===== config.mk =====
export PLATFORM = sky130hd
export DESIGN_NAME = fb_scanout_flat
export DESIGN_NICKNAME = d
export VERILOG_FILES = /design/src/rtl/fb_scanout_if.sv /design/src/rtl/fb_scanout.sv /design/src/flat_wrapper.sv
export SDC_FILE = /design/constraint.sdc
export NUM_CORES = 1
export LEC_CHECK = 0
export BUFFER_PORTS_ARGS = -buffer_cell sky130_fd_sc_hd__clkbuf_2
export CORE_MARGIN = 1
export CORE_UTILIZATION = 58
export CTS_BUF_LIST = sky130_fd_sc_hd__clkbuf_8
export CTS_CLUSTER_SIZE = 16
export DETAILED_ROUTE_END_ITERATION = 16
export PLACE_DENSITY = 0.82
export SETUP_SLACK_MARGIN = 0.3
export SYNTH_ARGS = -nofsm -noshare
export SYNTH_HDL_FRONTEND = slang
export SYNTH_SLANG_ARGS = --single-unit

===== constraint.sdc =====
create_clock -name clock -period 2.2 [get_ports clock]
set_input_delay 0.44 -clock clock [delete_from_list [all_inputs] [get_ports clock]]
set_output_delay 0.44 -clock clock [all_outputs]
set_load 0.05 [all_outputs]

===== src/rtl/fb_scanout_if.sv =====
// Frame-buffer port-B read bus: fb_addr (to memory), fb_q (from memory).
// master = scanout side (drives fb_addr), slave = frame buffer side.
interface fb_scanout_if #(
  parameter int ADDR_W = 19
);
  logic [ADDR_W-1:0] fb_addr;
  logic [7:0]        fb_q;

  modport master (output fb_addr, input fb_q);
  modport slave  (input fb_addr, output fb_q);
endinterface


===== src/rtl/fb_scanout.sv =====
// VGA scanout: raster counters, linear fb read address, aligned pixel/sync/de.
// Ports: clock, reset, fb (fb_scanout_if.master), pixel, hsync_n, vsync_n,
// de, frame_start; test_en only with `define FB_SCANOUT_TESTPAT_EN.
module fb_scanout #(
  parameter int H_ACTIVE   = 640,
  parameter int H_FP       = 16,
  parameter int H_SYNC     = 96,
  parameter int H_BP       = 48,
  parameter int V_ACTIVE   = 480,
  parameter int V_FP       = 10,
  parameter int V_SYNC     = 2,
  parameter int V_BP       = 33,
  parameter int RD_LATENCY = 2,
  parameter int ADDR_W     = 19
) (
  input  logic       clock,
  input  logic       reset,
  fb_scanout_if.master fb,
`ifdef FB_SCANOUT_TESTPAT_EN
  input  logic       test_en,
`endif
  output logic [7:0] pixel,
  output logic       hsync_n,
  output logic       vsync_n,
  output logic       de,
  output logic       frame_start
);

  localparam int H_TOTAL = H_ACTIVE + H_FP + H_SYNC + H_BP;
  localparam int V_TOTAL = V_ACTIVE + V_FP + V_SYNC + V_BP;
  localparam int L       = RD_LATENCY;

  logic [10:0]       h_cnt, v_cnt;
  logic [ADDR_W-1:0] addr_q;
  logic h_end, v_end, act, last_px;
  logic hs_raw, vs_raw, fs_raw;

  logic [L-1:0] de_p, hs_p, vs_p, fs_p;
  logic [7:0]   src;

  assign h_end   = h_cnt == 11'(H_TOTAL - 1);
  assign v_end   = v_cnt == 11'(V_TOTAL - 1);
  assign act     = (h_cnt < 11'(H_ACTIVE)) && (v_cnt < 11'(V_ACTIVE));
  assign last_px = (h_cnt == 11'(H_ACTIVE - 1)) &&
                   (v_cnt == 11'(V_ACTIVE - 1));
  assign hs_raw  = (h_cnt >= 11'(H_ACTIVE + H_FP)) &&
                   (h_cnt <  11'(H_ACTIVE + H_FP + H_SYNC));
  assign vs_raw  = (v_cnt >= 11'(V_ACTIVE + V_FP)) &&
                   (v_cnt <  11'(V_ACTIVE + V_FP + V_SYNC));
  assign fs_raw  = (h_cnt == 11'd0) && (v_cnt == 11'd0);

  assign fb.fb_addr = addr_q;

  // Address tracks the counters incrementally; it parks on the last
  // pixel address through vertical blanking and clears at frame wrap.
  always_ff @(posedge clock or posedge reset) begin
    if (reset) begin
      h_cnt  <= '0;
      v_cnt  <= '0;
      addr_q <= '0;
    end else begin
      if (h_end) begin
        h_cnt <= '0;
        v_cnt <= v_end ? 11'd0 : v_cnt + 11'd1;
      end else begin
        h_cnt <= h_cnt + 11'd1;
      end
      if (h_end && v_end)
        addr_q <= '0;
      else if (act && !last_px)
        addr_q <= addr_q + ADDR_W'(1);
    end
  end

  // Control delayed to line up with the memory's registered q.
  always_ff @(posedge clock or posedge reset) begin
    if (reset) begin
      de_p <= '0;
      hs_p <= '0;
      vs_p <= '0;
      fs_p <= '0;
    end else begin
      de_p[0] <= act;
      hs_p[0] <= hs_raw;
      vs_p[0] <= vs_raw;
      fs_p[0] <= fs_raw;
      for (int i = 1; i < L; i++) begin
        de_p[i] <= de_p[i-1];
        hs_p[i] <= hs_p[i-1];
        vs_p[i] <= vs_p[i-1];
        fs_p[i] <= fs_p[i-1];
      end
    end
  end

`ifdef FB_SCANOUT_TESTPAT_EN
  logic [7:0] pat_p [L];
  logic [L-1:0] te_p;

  always_ff @(posedge clock or posedge reset) begin
    if (reset) begin
      te_p <= '0;
      for (int i = 0; i < L; i++)
        pat_p[i] <= '0;
    end else begin
      te_p[0]  <= test_en;
      pat_p[0] <= h_cnt[7:0] ^ v_cnt[7:0];
      for (int i = 1; i < L; i++) begin
        te_p[i]  <= te_p[i-1];
        pat_p[i] <= pat_p[i-1];
      end
    end
  end

  assign src = te_p[L-1] ? pat_p[L-1] : fb.fb_q;
`else
  assign src = fb.fb_q;
`endif

  always_ff @(posedge clock or posedge reset) begin
    if (reset) begin
      pixel       <= '0;
      hsync_n     <= 1'b1;
      vsync_n     <= 1'b1;
      de          <= 1'b0;
      frame_start <= 1'b0;
    end else begin
      pixel       <= de_p[L-1] ? src : 8'd0;
      hsync_n     <= ~hs_p[L-1];
      vsync_n     <= ~vs_p[L-1];
      de          <= de_p[L-1];
      frame_start <= fs_p[L-1] & de_p[L-1];
    end
  end

endmodule


===== src/flat_wrapper.sv =====
// flat-port wrapper written by rule: the top's interface ports become plain ports
module fb_scanout_flat 
#(
  parameter int H_ACTIVE   = 640,
  parameter int H_FP       = 16,
  parameter int H_SYNC     = 96,
  parameter int H_BP       = 48,
  parameter int V_ACTIVE   = 480,
  parameter int V_FP       = 10,
  parameter int V_SYNC     = 2,
  parameter int V_BP       = 33,
  parameter int RD_LATENCY = 2,
  parameter int ADDR_W     = 19
)
  (clock, reset, pixel, hsync_n, vsync_n, de, frame_start, fb_fb_addr, fb_fb_q);
  fb_scanout_if #(.ADDR_W(ADDR_W)) fb_i ();
  input  logic clock;
  input  logic reset;
  output logic [7:0] pixel;
  output logic hsync_n;
  output logic vsync_n;
  output logic de;
  output logic frame_start;
  output wire logic [$bits(fb_i.fb_addr)-1:0] fb_fb_addr;
  input wire logic [$bits(fb_i.fb_q)-1:0] fb_fb_q;
  assign fb_fb_addr = fb_i.fb_addr;
  assign fb_i.fb_q = fb_fb_q;
  fb_scanout #(.H_ACTIVE(H_ACTIVE), .H_FP(H_FP), .H_SYNC(H_SYNC), .H_BP(H_BP), .V_ACTIVE(V_ACTIVE), .V_FP(V_FP), .V_SYNC(V_SYNC), .V_BP(V_BP), .RD_LATENCY(RD_LATENCY), .ADDR_W(ADDR_W)) u_core (.clock(clock), .reset(reset), .fb(fb_i), .pixel(pixel), .hsync_n(hsync_n), .vsync_n(vsync_n), .de(de), .frame_start(frame_start));
endmodule

== Yosys cells after proc, flatten, opt, wreduce, memory -nomap -nowiden ==
Cells that the tools add are included.

* Bits of input ports: 10
* Output and inout bits: 31
* Word-level logic and storage cells: 44
* Register bits: 61

* $lt $le $gt $ge: 6
* Bitwise logic cells: 3
* Muxes and demuxes: 5
* Add/subtract/negate cells: 3
* Reductions and logical operators: 11
* Eq/ne operators: 4

{| class="wikitable"
|+ Operator list
! cell !! number
|-
| 19-bit 2-to-1 mux || 2
|-
| 11-bit by 10-bit equality test with 1-bit output (second input constant) || 3
|-
| 11-bit by 1-bit adder with 11-bit output (second input constant) || 2
|-
| 11-bit zero test || 2
|-
| 11-bit by 10-bit less-than comparator with 1-bit output (second input constant) || 2
|-
| 11-bit by 9-bit less-than comparator with 1-bit output (second input constant) || 2
|-
| 11-bit 2-to-1 mux || 2
|-
| 19-bit by 1-bit adder with 19-bit output (second input constant) || 1
|-
| 11-bit by 9-bit equality test with 1-bit output (second input constant) || 1
|-
| 11-bit by 10-bit >= comparator with 1-bit output (second input constant) || 1
|-
| 11-bit by 9-bit >= comparator with 1-bit output (second input constant) || 1
|-
| 8-bit 2-to-1 mux || 1
|-
| 1-bit logical AND || 7
|-
| 1-bit NOT || 2
|-
| 2-bit nonzero test || 1
|-
| 1-bit bitwise AND || 1
|-
| 1-bit zero test || 1
|}

== Depth between registers and ports, before layout ==
* Depth in word-level cells: 6
* Gate-level depth with buffers: 7
* Depth with buffers taken out: 7

== Worst setup path before layout ==
Ideal clock, no wire load.

* Kind: reg2reg
* From: reg u_core.addr_q[3] (netlist: u_core.fb.fb_addr[3])
* To: reg u_core.addr_q[16] (netlist: u_core.fb.fb_addr[16])
* Buffers on the path: 0
* Period minus slack after synthesis: 2.028 ns
* Library setup time: 0.077 ns
* Cell stages (with the launch flop): 6
* Data required time: 2.123 ns
* Setup slack: 0.172 ns
* Arrival time: 1.951 ns
* Path through: dfrtp_1 nand4_1 and4bb_2 o2111ai_1 or3_1 a21oi_1

* Longest elaborated chain between the ends: 3

{| class="wikitable"
|+ RTL lines
! element !! RTL line !! RTL
|-
| from (decl) || fb_scanout.sv:34 || <nowiki>logic [ADDR_W-1:0] addr_q;</nowiki>
|-
| from (signal assigned) || fb_scanout.sv:71 || <nowiki>addr_q <= addr_q + ADDR_W'(1);</nowiki>
|-
| 19-bit by 1-bit adder with 19-bit output || fb_scanout.sv:71 ||
|-
| 19-bit 2-to-1 mux || fb_scanout.sv:70 || <nowiki>else if (act && !last_px)</nowiki>
|-
| 19-bit 2-to-1 mux || fb_scanout.sv:68 || <nowiki>if (h_end && v_end)</nowiki>
|}

Every way passes these cells. The select of a mux whose other input is x is not followed.
A chain may end at the register's enable or synchronous reset.

== Worst setup path after layout ==
* From: reg u_core.v_cnt[0]
* To: reg u_core.v_cnt[4]

* Longest elaborated chain between the ends: 2
* Elaborated cells on any way between the ends: 3
* Classes of those cells: 1 x add/sub; 1 x eq/ne; 1 x mux

{| class="wikitable"
|+ RTL lines
! element !! RTL line !! RTL
|-
| from (decl) || fb_scanout.sv:33 || <nowiki>logic [10:0] h_cnt, v_cnt;</nowiki>
|-
| from (signal assigned) || fb_scanout.sv:64 || <nowiki>v_cnt <= v_end ? 11'd0 : v_cnt + 11'd1;</nowiki>
|-
| 11-bit by 1-bit adder with 11-bit output / 11-bit by 10-bit equality test with 1-bit output (equally long branches) || fb_scanout.sv:64, fb_scanout.sv:42 ||
|-
| 11-bit 2-to-1 mux * || fb_scanout.sv:64 ||
|}

Mark *: on every way between the ends. The rest lies on a longest branch, timed or not.

==> impl_metrics.py <==
metrics = {
    "outcome": {
        "status": "completed",
    },
    "critical_path": {
        "crit_arrival_ps": 2250,
        "regToRegEndpoint": "u_core.v_cnt[4]$_DFFE_PP0N_",
        "crit_fanout": 4,
        "start_kind": "flip-flop",
        "slowest_stage": "or4b_4",
        "crit_chain": "inv_2, ha_4, or4b_4, nor4_4, buf_4, nor2b_1, o21ai_1, o31ai_1",
        "cp_top_family": "simple AND/OR/NAND/NOR gates",
        "end_kind": "flip-flop",
        "worst-setup-path-type": "flip-flop to flip-flop",
        "reg2reg_from": "u_core.v_cnt[0]$_DFFE_PP0N_",
        "critPathMaxStageDelay_ps": 480,
        "critPathRequiredTime_ps": 2420,
        "ff2ff_path_depth": 8,
        "rrSetupSlack_ps": 160,
        "worst-path-buf-inv": 2,
    },
    "die": {
        "start_util_pct": 62.3,
        "fp.dieW_um": 71.5,
        "die_height_um": 71.5,
        "core_area_um2": 4500,
        "die-area_um2": 5120,
        "num_rows": 24,
        "ioPinCount": 41,
    },
    "yosys": {
        "netlist_area_um2": 2810,
        "avgSynthCellArea_um2": 10.8,
        "synth_flop_cell": "dfrtp_1",
        "synthArstFlopShare_pct": 100,
        "syn_nets": 274,
        "synth_top_cell_by_area": "dfrtp_1",
        "synthCells": 259,
        "synth_edf_count": 0,
        "yosysMostFrequentCell": "dfrtp_1",
        "synth-seq-cells": 61,
        "synth-seq-area-share_pct": 54.5,
        "yosys_warnings": 0,
        "yosys-top-cells-count": "dfrtp_1 (59), inv_1 (16), nor2_1 (15), nand3_1 (14), o21ai_0 (14)",
        "synth_top_area_share_pct": 52.6,
        "synth_cell_types": 44,
        "synth_area_leaders": "dfrtp_1 (53%), xor2_1 (3.4%), nand3_1 (2.5%)",
    },
    "placement": {
        "numPortBuffers": 40,
        "placed_cell_area_um2": 3150,
        "dp_hpwl_um": 4020,
        "globalplace.congestion": 0.806,
    },
    "cts": {
        "worstSkewPairLatency_ps": 330,
        "cts_buffers": 9,
        "cts-root-buf": "clkbuf_8",
        "ctsHoldBuffers": 0,
        "cts_max_path_buffers": 2,
        "cts_tree": "built",
        "cts.clk_slew.worst_paths_ps": 70,
        "h-tree-depth": 3,
        "clkSinkCount": 61,
    },
    "global_route": {
        "grt_pass1_vias": 2149,
        "antenna_found_initial": 0,
        "overflow": 0,
        "grt_first_pass_wirelength_um": 10000,
        "track_usage_pct": 25.7,
        "grt_max_degree": 31,
    },
    "final_layout": {
        "drive_above_1_share_pct": 36.3,
        "antenna_cells": 0,
        "n_fill_cell": 265,
        "multi_input_area_um2": 1320,
        "area_delta_synth_final_pct": 29.2,
        "final_util_pct": 80.4,
        "stdcell_area_um2": 3620,
        "regArea_um2": 1540,
        "fin_nets": 341,
    },
    "routing": {
        "drt-vias-per-instance": 6.07,
        "drt-initial-drc-count": 129,
        "vias": 2323,
        "routed_wl_um": 6290,
        "route.detailed.drc": 0,
        "drtAntennaViolNets": 0,
        "first_pass_iters": 5,
        "wl_per_cell_um": 16.4,
    },
    "timing": {
        "setup_viol": 0,
        "worst_slew_pin_slew_ps": 633,
        "fmax_ghz": 0.491,
        "rsz0062_at_grt": "true",
        "finalHoldViolCount": 0,
        "whs_ps": 166,
        "fin_skew_ps": 4.71,
        "slew_headroom_pct": 57.7,
        "tns_ps": 0,
        "slew_viol_final": 0,
        "finalCritPeriodShare_pct": 92.6,
        "period_minus_slack_ps": 2040,
    },
    "hold_path": {
        "hp-class": "primary input to async pin",
    },
    "power": {
        "pwr_density_cell_nw_per_um2": 666,
        "p_leak_nw": 1.64,
        "peakVddDrop_mv": 0.586,
    },
    "job": {
        "maxCapViolations": 0,
    },
}
[through the flow]
| step | worst slack (ps) | power [W] | instances |
|---|---|---|---|
| final | 163 | 0.00241 | 383 |
| after global routing | 66.2 | 0.00248 | 383 |
| after CTS | 160 | 0.00243 | 378 |
| after detailed placement | 34.5 | 0.00123 | 357 |
| after global placement | 179 | 0.00123 | 357 |
| after floorplan | 306 | 0.00120 | 259 |
[sequential cells by signal, indices dropped and copies added (netlist names), 2 cells and up]
register,flops
u_core.pixel,8
u_core.de_p,2
u_core.v_cnt,11
u_core.fs_p,2
u_core.h_cnt,11
u_core.hs_p,2
u_core.vs_p,2
u_core.fb.fb_addr,19
[worst max path at each step]
stage	to	cells past startpoint	slack (ps)	startpoint
after floorplan	u_core.fb.fb_addr[5]$_DFFE_PP0P_	7	310	u_core.v_cnt[1]$_DFFE_PP0N_
after global placement	u_core.fb.fb_addr[6]$_DFFE_PP0P_	7	180	u_core.v_cnt[0]$_DFFE_PP0N_
after detailed placement	u_core.fb.fb_addr[18]$_DFFE_PP0P_	5	30	u_core.h_cnt[7]$_DFF_PP0_
after CTS	u_core.fb.fb_addr[18]$_DFFE_PP0P_	7	160	u_core.v_cnt[1]$_DFFE_PP0N_
after global routing	u_core.v_cnt[3]$_DFFE_PP0N_	8	70	u_core.v_cnt[0]$_DFFE_PP0N_
final	u_core.v_cnt[4]$_DFFE_PP0N_	8	160	u_core.v_cnt[0]$_DFFE_PP0N_
[repair_timing]
item,in CTS,in global routing
gates resized for setup,15,24
setup endpoints to repair,29,29
buffers inserted,5,5
pin swaps,4,10
[worst register-to-register path: cells and delay by family (launching register included)]
family / cells / cell delay [ps]
simple gates: 3 / 840
flops: 1 / 460
fa+ha+maj: 1 / 120
compound gates: 2 / 210
buf+inv: 2 / 290
[kinds of logic after synthesis]
logic type / count (synthesis) / share of synthesized area [%]
compound gates: 50 / 11.6
buf+inv: 23 / 3.48
xor+xnor: 17 / 5.31
flops: 61 / 54.5
simple gates: 103 / 22.8
fa+ha+maj: 5 / 2.23
[cell type report]
class,count,area share [%]
clock buffers,10,3.80
clock inverters,6,3.04
inverters,16,1.76
multi-input cells,175,36.3
flip-flops and latches,61,42.4
well taps,52,1.80
repair buffers,63,10.8
[cell usage in the layout (no fill, tap or decap), types with 6 or more instances in the layout]
cell      Yosys  routed
dfrtp_1      59      52
clkbuf_2      0      40
buf_4         0      20
nor2_1       15      15
inv_1        16      13
nand3_1      14      12
nand4_1      11      11
nand2_1      12      11
xor2_1       11      11
and2_1       10      10
clkbuf_8      0      10
o31ai_1       8       8
o21ai_0      14       8
nor3_1        8       7
dfrtp_2       0       7
and3_1        6       6
xnor2_1       6       6
[metal layers]
metal	GRT usage, %	share of wire (%)
met1	33.6	44
met2	41.4	48
met3	5.06	5.5
met4	12.6	2.2
met5	0	0
[power breakdown]
group / internal, W / switching (W) / leakage, nW
logic: 0.0000180 / 0.0000553 / 0.744
clock network: 0.000781 / 0.000428 / 0.119
registers: 0.00113 / 0.00000171 / 0.773
No activity file was read; power rests on OpenSTA's default activity.
